==> src/rtl/acc_mq_pkg.sv <==
// Shared types and constants for the Acc/MQ/DR command sequencer.
package acc_mq_pkg;

  localparam int W = 8;

  typedef enum logic [2:0] {
    OP_ADD  = 3'b000,
    OP_SUB  = 3'b001,
    OP_AND  = 3'b010,
    OP_OR   = 3'b011,
    OP_XOR  = 3'b100,
    OP_MUL  = 3'b101,
    OP_ILL6 = 3'b110,
    OP_ILL7 = 3'b111
  } op_e;

  typedef enum logic [2:0] {
    IDLE, LD_DR, LD_MQ, CLR_ACC, EXEC, RD_ACC, RD_MQ, DONE
  } state_e;

  localparam logic [2:0] DP_INS_NOP = 3'b000;
  localparam logic [2:0] DP_INS_ADD = 3'b000;
  localparam logic [2:0] DP_INS_SUB = 3'b001;
  localparam logic [2:0] DP_INS_AND = 3'b010;
  localparam logic [2:0] DP_INS_OR  = 3'b011;
  localparam logic [2:0] DP_INS_XOR = 3'b100;
  localparam logic [2:0] DP_INS_MUL = 3'b101;

  function automatic logic op_legal(input logic [2:0] op);
    return op <= 3'd5;
  endfunction

  function automatic logic [2:0] dp_ins_of(input op_e op);
    case (op)
      OP_ADD:  return DP_INS_ADD;
      OP_SUB:  return DP_INS_SUB;
      OP_AND:  return DP_INS_AND;
      OP_OR:   return DP_INS_OR;
      OP_XOR:  return DP_INS_XOR;
      OP_MUL:  return DP_INS_MUL;
      default: return DP_INS_NOP;
    endcase
  endfunction

endpackage

==> src/rtl/acc_mq_step_ctr.sv <==
// EXEC step counter: 3-bit, cleared outside EXEC; tc flags the last MUL step.
// Latency: tc is combinational from the count; no backpressure.
module acc_mq_step_ctr
  import acc_mq_pkg::*;
#(
  parameter int MUL_STEPS = 8
) (
  input  logic clock,
  input  logic reset,
  input  logic clr,
  input  logic en,
  output logic tc
);

  logic [2:0] cnt;

  always_ff @(posedge clock or posedge reset) begin
    if (reset)    cnt <= 3'd0;
    else if (clr) cnt <= 3'd0;
    else if (en)  cnt <= cnt + 3'd1;
  end

  assign tc = en && (cnt == 3'(MUL_STEPS - 1));

endmodule

==> src/rtl/acc_mq_sequencer.sv <==
// Sequences one Acc/MQ/DR request into load/exec/read-back strobes; responds 7 cycles
// after accept (MUL: 6+MUL_STEPS, illegal: 1); holds the response until rsp_ready.
module acc_mq_sequencer
  import acc_mq_pkg::*;
#(
  parameter int MUL_STEPS = 8
) (
  input  logic         clock,
  input  logic         reset,
  input  logic         req_valid,
  output logic         req_ready,
  input  logic [2:0]   req_op,
  input  logic [W-1:0] req_a,
  input  logic [W-1:0] req_b,
  output logic         rsp_valid,
  input  logic         rsp_ready,
  output logic [W-1:0] rsp_hi,
  output logic [W-1:0] rsp_lo,
  output logic         rsp_err,
  output logic [W-1:0] dp_bus_out,
  input  logic [W-1:0] dp_bus_in,
  output logic         dp_ld_dr,
  output logic         dp_ld_mq,
  output logic         dp_ld_acc,
  output logic         dp_st_acc,
  output logic         dp_st_mq,
  output logic [2:0]   dp_ins,
  output logic         dp_step,
  output logic         busy
);

  state_e       state, state_nxt;
  op_e          op_q;
  logic [W-1:0] b_q;
  logic         step_tc;
  logic         nxt_ld_dr, nxt_ld_mq, nxt_ld_acc, nxt_st_acc, nxt_st_mq, nxt_step;
  logic [W-1:0] nxt_bus;
  logic [2:0]   nxt_ins;

  assign req_ready = (state == IDLE);
  assign busy      = (state != IDLE);
  assign rsp_valid = (state == DONE);

  acc_mq_step_ctr #(.MUL_STEPS(MUL_STEPS)) u_step_ctr (
    .clock (clock),
    .reset (reset),
    .clr   (state != EXEC),
    .en    (state == EXEC),
    .tc    (step_tc)
  );

  always_ff @(posedge clock or posedge reset) begin
    if (reset) state <= IDLE;
    else       state <= state_nxt;
  end

  // Strobes are registered, so they are decoded from the state being entered.
  // DR is loaded straight from req_a on the accept edge; the bus register holds it.
  always_comb begin
    state_nxt = state;
    case (state)
      IDLE:    if (req_valid) state_nxt = op_legal(req_op) ? LD_DR : DONE;
      LD_DR:   state_nxt = LD_MQ;
      LD_MQ:   state_nxt = CLR_ACC;
      CLR_ACC: state_nxt = EXEC;
      EXEC:    if (op_q != OP_MUL || step_tc) state_nxt = RD_ACC;
      RD_ACC:  state_nxt = RD_MQ;
      RD_MQ:   state_nxt = DONE;
      DONE:    if (rsp_ready) state_nxt = IDLE;
      default: state_nxt = IDLE;
    endcase

    nxt_ld_dr  = (state_nxt == LD_DR);
    nxt_ld_mq  = (state_nxt == LD_MQ);
    nxt_ld_acc = (state_nxt == CLR_ACC);
    nxt_step   = (state_nxt == EXEC);
    nxt_st_acc = (state_nxt == RD_ACC);
    nxt_st_mq  = (state_nxt == RD_MQ);
    nxt_ins    = nxt_step ? dp_ins_of(op_q) : DP_INS_NOP;
    nxt_bus    = '0;
    if (nxt_ld_dr)      nxt_bus = req_a;
    else if (nxt_ld_mq) nxt_bus = b_q;
  end

  always_ff @(posedge clock or posedge reset) begin
    if (reset) begin
      dp_ld_dr   <= 1'b0;
      dp_ld_mq   <= 1'b0;
      dp_ld_acc  <= 1'b0;
      dp_st_acc  <= 1'b0;
      dp_st_mq   <= 1'b0;
      dp_step    <= 1'b0;
      dp_ins     <= DP_INS_NOP;
      dp_bus_out <= '0;
    end else begin
      dp_ld_dr   <= nxt_ld_dr;
      dp_ld_mq   <= nxt_ld_mq;
      dp_ld_acc  <= nxt_ld_acc;
      dp_st_acc  <= nxt_st_acc;
      dp_st_mq   <= nxt_st_mq;
      dp_step    <= nxt_step;
      dp_ins     <= nxt_ins;
      dp_bus_out <= nxt_bus;
    end
  end

  always_ff @(posedge clock or posedge reset) begin
    if (reset) begin
      op_q    <= OP_ADD;
      b_q     <= '0;
      rsp_hi  <= '0;
      rsp_lo  <= '0;
      rsp_err <= 1'b0;
    end else begin
      if (req_valid && req_ready) begin
        op_q    <= op_e'(req_op);
        b_q     <= req_b;
        rsp_hi  <= '0;
        rsp_lo  <= '0;
        rsp_err <= !op_legal(req_op);
      end
      if (state == RD_ACC) rsp_hi <= dp_bus_in;
      if (state == RD_MQ)  rsp_lo <= dp_bus_in;
      if (state == DONE && rsp_ready) rsp_err <= 1'b0;
    end
  end

endmodule
==> config.mk <==
export PLATFORM = sky130hd
export DESIGN_NAME = acc_mq_sequencer
export DESIGN_NICKNAME = d
export VERILOG_FILES = /design/src/rtl/acc_mq_pkg.sv /design/src/rtl/acc_mq_step_ctr.sv /design/src/rtl/acc_mq_sequencer.sv
export SDC_FILE = /design/constraint.sdc
export NUM_CORES = 1
export LEC_CHECK = 0
export ABC_CLOCK_PERIOD_IN_PS = 6000
export CAP_MARGIN = 10
export CORE_MARGIN = 8
export CORE_UTILIZATION = 48
export CTS_CLUSTER_DIAMETER = 60
export DETAILED_ROUTE_END_ITERATION = 16
export PLACE_DENSITY = 0.83
export SETUP_SLACK_MARGIN = 0.4
export SYNTH_ARGS = -nofsm -noshare
export SYNTH_HDL_FRONTEND = slang
export SYNTH_HIERARCHICAL = 1
export SYNTH_SLANG_ARGS = --single-unit
export TNS_END_PERCENT = 50
==> constraint.sdc <==
create_clock -name clock -period 6 [get_ports clock]
set_clock_uncertainty 0.2 [all_clocks]
set_input_delay 0.6 -clock clock [delete_from_list [all_inputs] [get_ports clock]]
set_output_delay 0.6 -clock clock [all_outputs]
set_load 0.03 [all_outputs]
# ---- After elaboration in Yosys (flattened, before gate mapping)
# Cells that the tools add are included.
# Widths: inputs -> output; s select.
dict set report op_classes {
  add_sub_neg 1
  n_lt_le_gt_ge 1
  n_eq_ne 21
  mux 16
  reduce_logical 11
}
# cell n
set op_table {}
lappend op_table {{$mux 8} 5}
lappend op_table {{$eq 3x3->1 const B} 10}
lappend op_table {{$pmux 3 s8} 1}
lappend op_table {{$mux 3} 7}
lappend op_table {{$eq 3x2->1 const B} 6}
lappend op_table {{$pmux 3 s5} 1}
lappend op_table {{$eq 3x1->1 const B} 3}
lappend op_table {{$reduce_bool 2->1} 4}
lappend op_table {{$ne 3x3->1 const B} 2}
lappend op_table {{$add 3x1->3 const B} 1}
lappend op_table {{$le 3x3->1 const B} 1}
lappend op_table {{$logic_and 1x1->1} 3}
lappend op_table {{$logic_not 3->1} 1}
lappend op_table {{$reduce_bool 3->1} 1}
lappend op_table {{$mux 1} 2}
lappend op_table {{$logic_not 1->1} 1}
lappend op_table {{$logic_or 1x1->1} 1}
dict set report totals {
  register_bits 51
  in_bits 31
  out_inout_bits 37
  wordCells 65
}

# ---- Longest topological paths before layout
dict set report logic_depth {
  depth_word 8
  depth_mapped 9
  mapped_depth_nobuf 8
}

# ---- By module
# The synthesis kept the hierarchy.
# module instances cells_each area_each_um2
set by_module_without_submodules {}
lappend by_module_without_submodules {acc_mq_sequencer 1 136 1884.3}
lappend by_module_without_submodules {acc_mq_step_ctr 1 13 151.4}

# ---- Least setup slack after synthesis
# No wires, ideal clock.
dict set report synth_timing {
  path_type {register -> register}
  start {reg state[0]}
  end {reg dp_bus_out[0]}
  setup_ns 0.067
  t_arrival_ns 2.170
  t_required_ns 5.733
  setup_slack_ns 3.563
  stages_incl_launch_ff 10
  synth_period_minus_slack_ns 2.437
  cell_sequence {dfrtp_1 -> buf_6 -> nor2_1 -> nand2_1 -> inv_1 -> and2_2 -> and4bb_1 -> or3_4 -> a311oi_4 -> a22o_1}
}
dict set report synth_via {
  word_cells_on_any_way 18
  cone_classes {9 x eq/ne; 6 x mux; 3 x reduce/logical}
}
# item line
set synth_rtl {}
lappend synth_rtl {{start, declared} acc_mq_sequencer.sv:32} ;# state_e state, state_nxt;
lappend synth_rtl {{start signal, assigned} acc_mq_sequencer.sv:54} ;# else state <= state_nxt;
lappend synth_rtl {{$eq 3x3->1} acc_mq_sequencer.sv:48} ;# .en (state == EXEC),
lappend synth_rtl {{$logic_and 1x1->1} acc_mq_step_ctr.sv:23} ;# assign tc = en && (cnt == 3'(MUL_STEPS - 1));
lappend synth_rtl {{via step_tc} acc_mq_sequencer.sv:35} ;# logic step_tc;
lappend synth_rtl {{$logic_or 1x1->1} acc_mq_sequencer.sv:66} ;# EXEC: if (op_q != OP_MUL || step_tc) state_nxt = RD_ACC;
lappend synth_rtl {{$mux 3} acc_mq_sequencer.sv:66}
lappend synth_rtl {{$pmux 3 s8} acc_mq_sequencer.sv:61} ;# case (state)
lappend synth_rtl {{$eq 3x1->1} acc_mq_sequencer.sv:73} ;# nxt_ld_dr = (state_nxt == LD_DR);
lappend synth_rtl {{via nxt_ld_dr} acc_mq_sequencer.sv:36} ;# logic nxt_ld_dr, nxt_ld_mq, nxt_ld_acc, nxt_st_acc, nxt_st_mq, nxt_step;
lappend synth_rtl {{$mux 8} acc_mq_sequencer.sv:81} ;# if (nxt_ld_dr) nxt_bus = req_a;
lappend synth_rtl {{via nxt_bus[0]} acc_mq_sequencer.sv:37} ;# logic [W-1:0] nxt_bus;
lappend synth_rtl {{end signal, assigned} acc_mq_sequencer.sv:103} ;# dp_bus_out <= nxt_bus;
lappend synth_rtl {{end, declared} acc_mq_sequencer.sv:20} ;# output logic [W-1:0] dp_bus_out,
# The timed path passes the listed nets, and every way through them passes these cells.
# A chain may end at the register's enable or synchronous reset.

# ---- Worst setup path after layout
dict set report layout_timing {
  start {reg state[1]}
  end {reg dp_bus_out[2]}
}
# Same word-level chain as after synthesis.

==> flow_summary_export.csv <==
group,metric,value,unit
die,num_rows,23,
pwr,p_sw,0.578,mW
pwr,seqPwrFrac,38.6,%
final_layout,syn2layout_area_growth,39.5,%
die,die_x,81.1,microns
synth,synth_edf_count,0,
global_routing,grt_pass1_vias,1568,
synth,synth-seq-cells,51,
synth,synth.net_count,184,
critical_path,worstPathMaxFanout,13,
pwr,power_frac_comb,46.1,%
clocking,clk_path_buf_depth,2,
status,outcome,"complete, no violations",
timing,relSlewSlack,31.1,%
clocking,cts_buffers,5,
critical_path,crit_path_end_kind,"flip-flop",
synth,yosys_warnings,6,
final_layout,final_core_util,70.5,%
min_path,hp-class,"reg2reg",
timing,period_needed,2.92,ns
synth,synth_area_per_cell,13.7,sq um
route,wl,4950,microns
clocking,cts-root-buf,"clkbuf_8",
timing,rsz0062_at_grt,"false",
timing,tns,0,ns
clocking,cts_tree,"built",
final_layout,drive_gt1_share,11.5,%
route,vias,1495,
clocking,clock_sinks,51,
timing,period_share,48.7,%
synth,synth_cells,149,
timing,hold_violations,0,
synth,synthTopCellsByCount,"51 x dfrtp_1, 23 x a22o_1, 9 x mux2_2, 9 x nor2_1, 6 x inv_1",
timing,slew_violations,0,
critical_path,cp.arrival,2.97,ns
critical_path,critPathLaunchType,"flip-flop",
route,drc,0,
timing,max_freq,342,MHz
final_layout,finalNonFillerCells,268,
synth,async_flop_share,100,%
clocking,cts_max_level,2,
place,port-buffer-count,67,
timing,tightest_slew,1.03,ns
synth,synth-main-ff-cell,"dfrtp_1",
timing,setup-violations-final,0,
place,dpl.hpwl,3630,microns
synth,synth_top_area_share,62.7,%
pwr,pwr-share-clk,15.4,%
route,antenna_left,0,
pwr,p_per_area,519,nW/um^2
pwr,p_sw_share,39.2,%
global_routing,grt_pass1_wl,7980,microns
pwr,ir_drop,0.244,mV
synth,yosys.area.top_type,"dfrtp_1",
global_routing,track_usage,15.8,%
die,die_area,6580,sq um
die,num_io_pins,68,
place,dp.cells,261,
die,die_y,81.1,microns
critical_path,cp.required,6.04,ns
final_layout,layout.nets,253,
clocking,post-cts-setup-buffer-count,0,
global_routing,antenna_found_initial,0,
clocking,ctsResizeCount,0,
pwr,power.internal,0.897,mW
job,maxCapViolCount,0,
clocking,path_clk_slew,0.09,ns
clocking,clk_latency,0.30,ns
final_layout,n_antenna_cell,0,
place,place_congestion,0.847,
pwr,leakage,1.30,nW
die,initial_core_util,50.5,%
clocking,hold_buffers,0,
synth,ys_types,34,
critical_path,crit_type,"reg2reg",
synth,ys_seq_area_share,62.7,%
synth,synth_area_leaders,"dfrtp_1 63%, a22o_1 9.9%, mux2_2 5.0%",
route,vias_per_cell,5.58,
route,drtIter0Drc,120,
die,coreArea,4030,sq um
global_routing,grt_max_degree,49,
route,firstDrtPassIters,4,
route,routedWlPerCell,18.5,microns
global_routing,gr-total-overflow,0,
synth,synth.most_common_cell,"dfrtp_1",
synth,syn_area,2040,sq um
cell families after synthesis:
| group | count (synthesis) | synth area share (%) |
|---|---|---|
| flops | 51 | 62.7 |
| fa+ha+maj | 4 | 2.46 |
| xor+xnor | 1 | 0.430 |
| buf+inv | 13 | 3.26 |
| compound gates | 35 | 14.4 |
| mux | 11 | 5.96 |
| simple gates | 34 | 10.8 |
worst paths after layout:
check                      depth (start not counted)          startpoint  slack [ns]                            end
setup / recovery                                   8  state[1]$_DFF_PP0_        3.08        dp_bus_out[2]$_DFF_PP0_
hold / removal                                     1  b_q[4]$_DFFE_PP0P_        0.29        dp_bus_out[4]$_DFF_PP0_
setup reg to reg                                   8  state[1]$_DFF_PP0_        3.08        dp_bus_out[2]$_DFF_PP0_
hold reg to reg                                    1  b_q[4]$_DFFE_PP0P_        0.29        dp_bus_out[4]$_DFF_PP0_
max in group asynchronous                          2               reset        4.34          rsp_hi[4]$_DFFE_PP0P_
min in group asynchronous                          2               reset        0.31  u_step_ctr/cnt[2]$_DFFE_PP0P_
power groups by stage:
stage / Sequential (mW) / Combinational [mW] / Clock, mW
2_1_floorplan: 0.703 / 0.289 / 0
3_3_place_gp: 0.562 / 0.665 / 0
3_5_place_dp: 0.573 / 0.682 / 0
4_1_cts: 0.568 / 0.686 / 0.234
5_1_grt: 0.586 / 0.727 / 0.250
6_report: 0.569 / 0.679 / 0.226
state kept, by name (all words and copies together) (netlist names):
| signal | cells |
|---|---|
| b_q | 8 |
| dp_bus_out | 8 |
| rsp_hi | 8 |
| rsp_lo | 8 |
| dp_ins | 3 |
| op_q | 3 |
| state | 3 |
| u_step_ctr/cnt | 3 |
| dp_ld_acc | 1 |
| dp_ld_dr | 1 |
| dp_ld_mq | 1 |
| dp_st_acc | 1 |
| dp_st_mq | 1 |
| dp_step | 1 |
| rsp_err | 1 |
layout make-up:
| type | count | area, sq um |
|---|---|---|
| tap | 50 | 62.6 |
| inverter | 8 | 30.0 |
| multi-input combinational | 85 | 693 |
| clock inverter | 2 | 37.5 |
| fill | 297 | 1190 |
| clock buffer | 5 | 68.8 |
| timing repair buffer | 67 | 671 |
| sequential | 51 | 1280 |
cells in the final DEF (no fill, tap or decap), types with 2 or more instances in the layout:
| cell type | n |
|---|---|
| clkdlybuf4s50_1 | 67 |
| dfrtp_1 | 51 |
| a22o_1 | 23 |
| mux2_2 | 9 |
| nor2_1 | 9 |
| inv_1 | 5 |
| o21ai_0 | 5 |
| clkbuf_8 | 5 |
| nand2_1 | 4 |
| nand3_1 | 4 |
| ha_1 | 4 |
| and3_1 | 3 |
| a21oi_1 | 3 |
| inv_2 | 2 |
| nor3_2 | 2 |
| and2_1 | 2 |
| mux2i_1 | 2 |
routing by layer:
| layer | wire (microns) | GRT usage (%) |
|---|---|---|
| met2 | 2360 | 24.9 |
| met4 | 100 | 5.71 |
| met5 | 0 | 0 |
| met3 | 494 | 6.29 |
| met1 | 2000 | 19.3 |
worst max-delay path, cell delays in order, from the launching register on:
cell	delay [ns]
dfrtp_1	0.55
nor2_1	0.25
nand2_1	0.18
inv_1	0.21
and2_2	0.17
and4bb_1	0.23
or3_4	0.37
a311oi_4	0.49
a22o_1	0.22
through the flow:
step | setup WS [ns] | power (mW) | cell area [sq um] | hold slack [ns]
2_1_floorplan | 3.56 | 0.992 | 2040 | 0.154
3_3_place_gp | 3.18 | 1.23 | 2730 | 0.272
3_5_place_dp | 3.07 | 1.25 | 2730 | 0.276
4_1_cts | 3.06 | 1.49 | 2840 | 0.296
5_1_grt | 2.87 | 1.56 | 2840 | 0.319
6_report | 3.08 | 1.47 | 2840 | 0.293
Power figures use the tool's default switching activity.
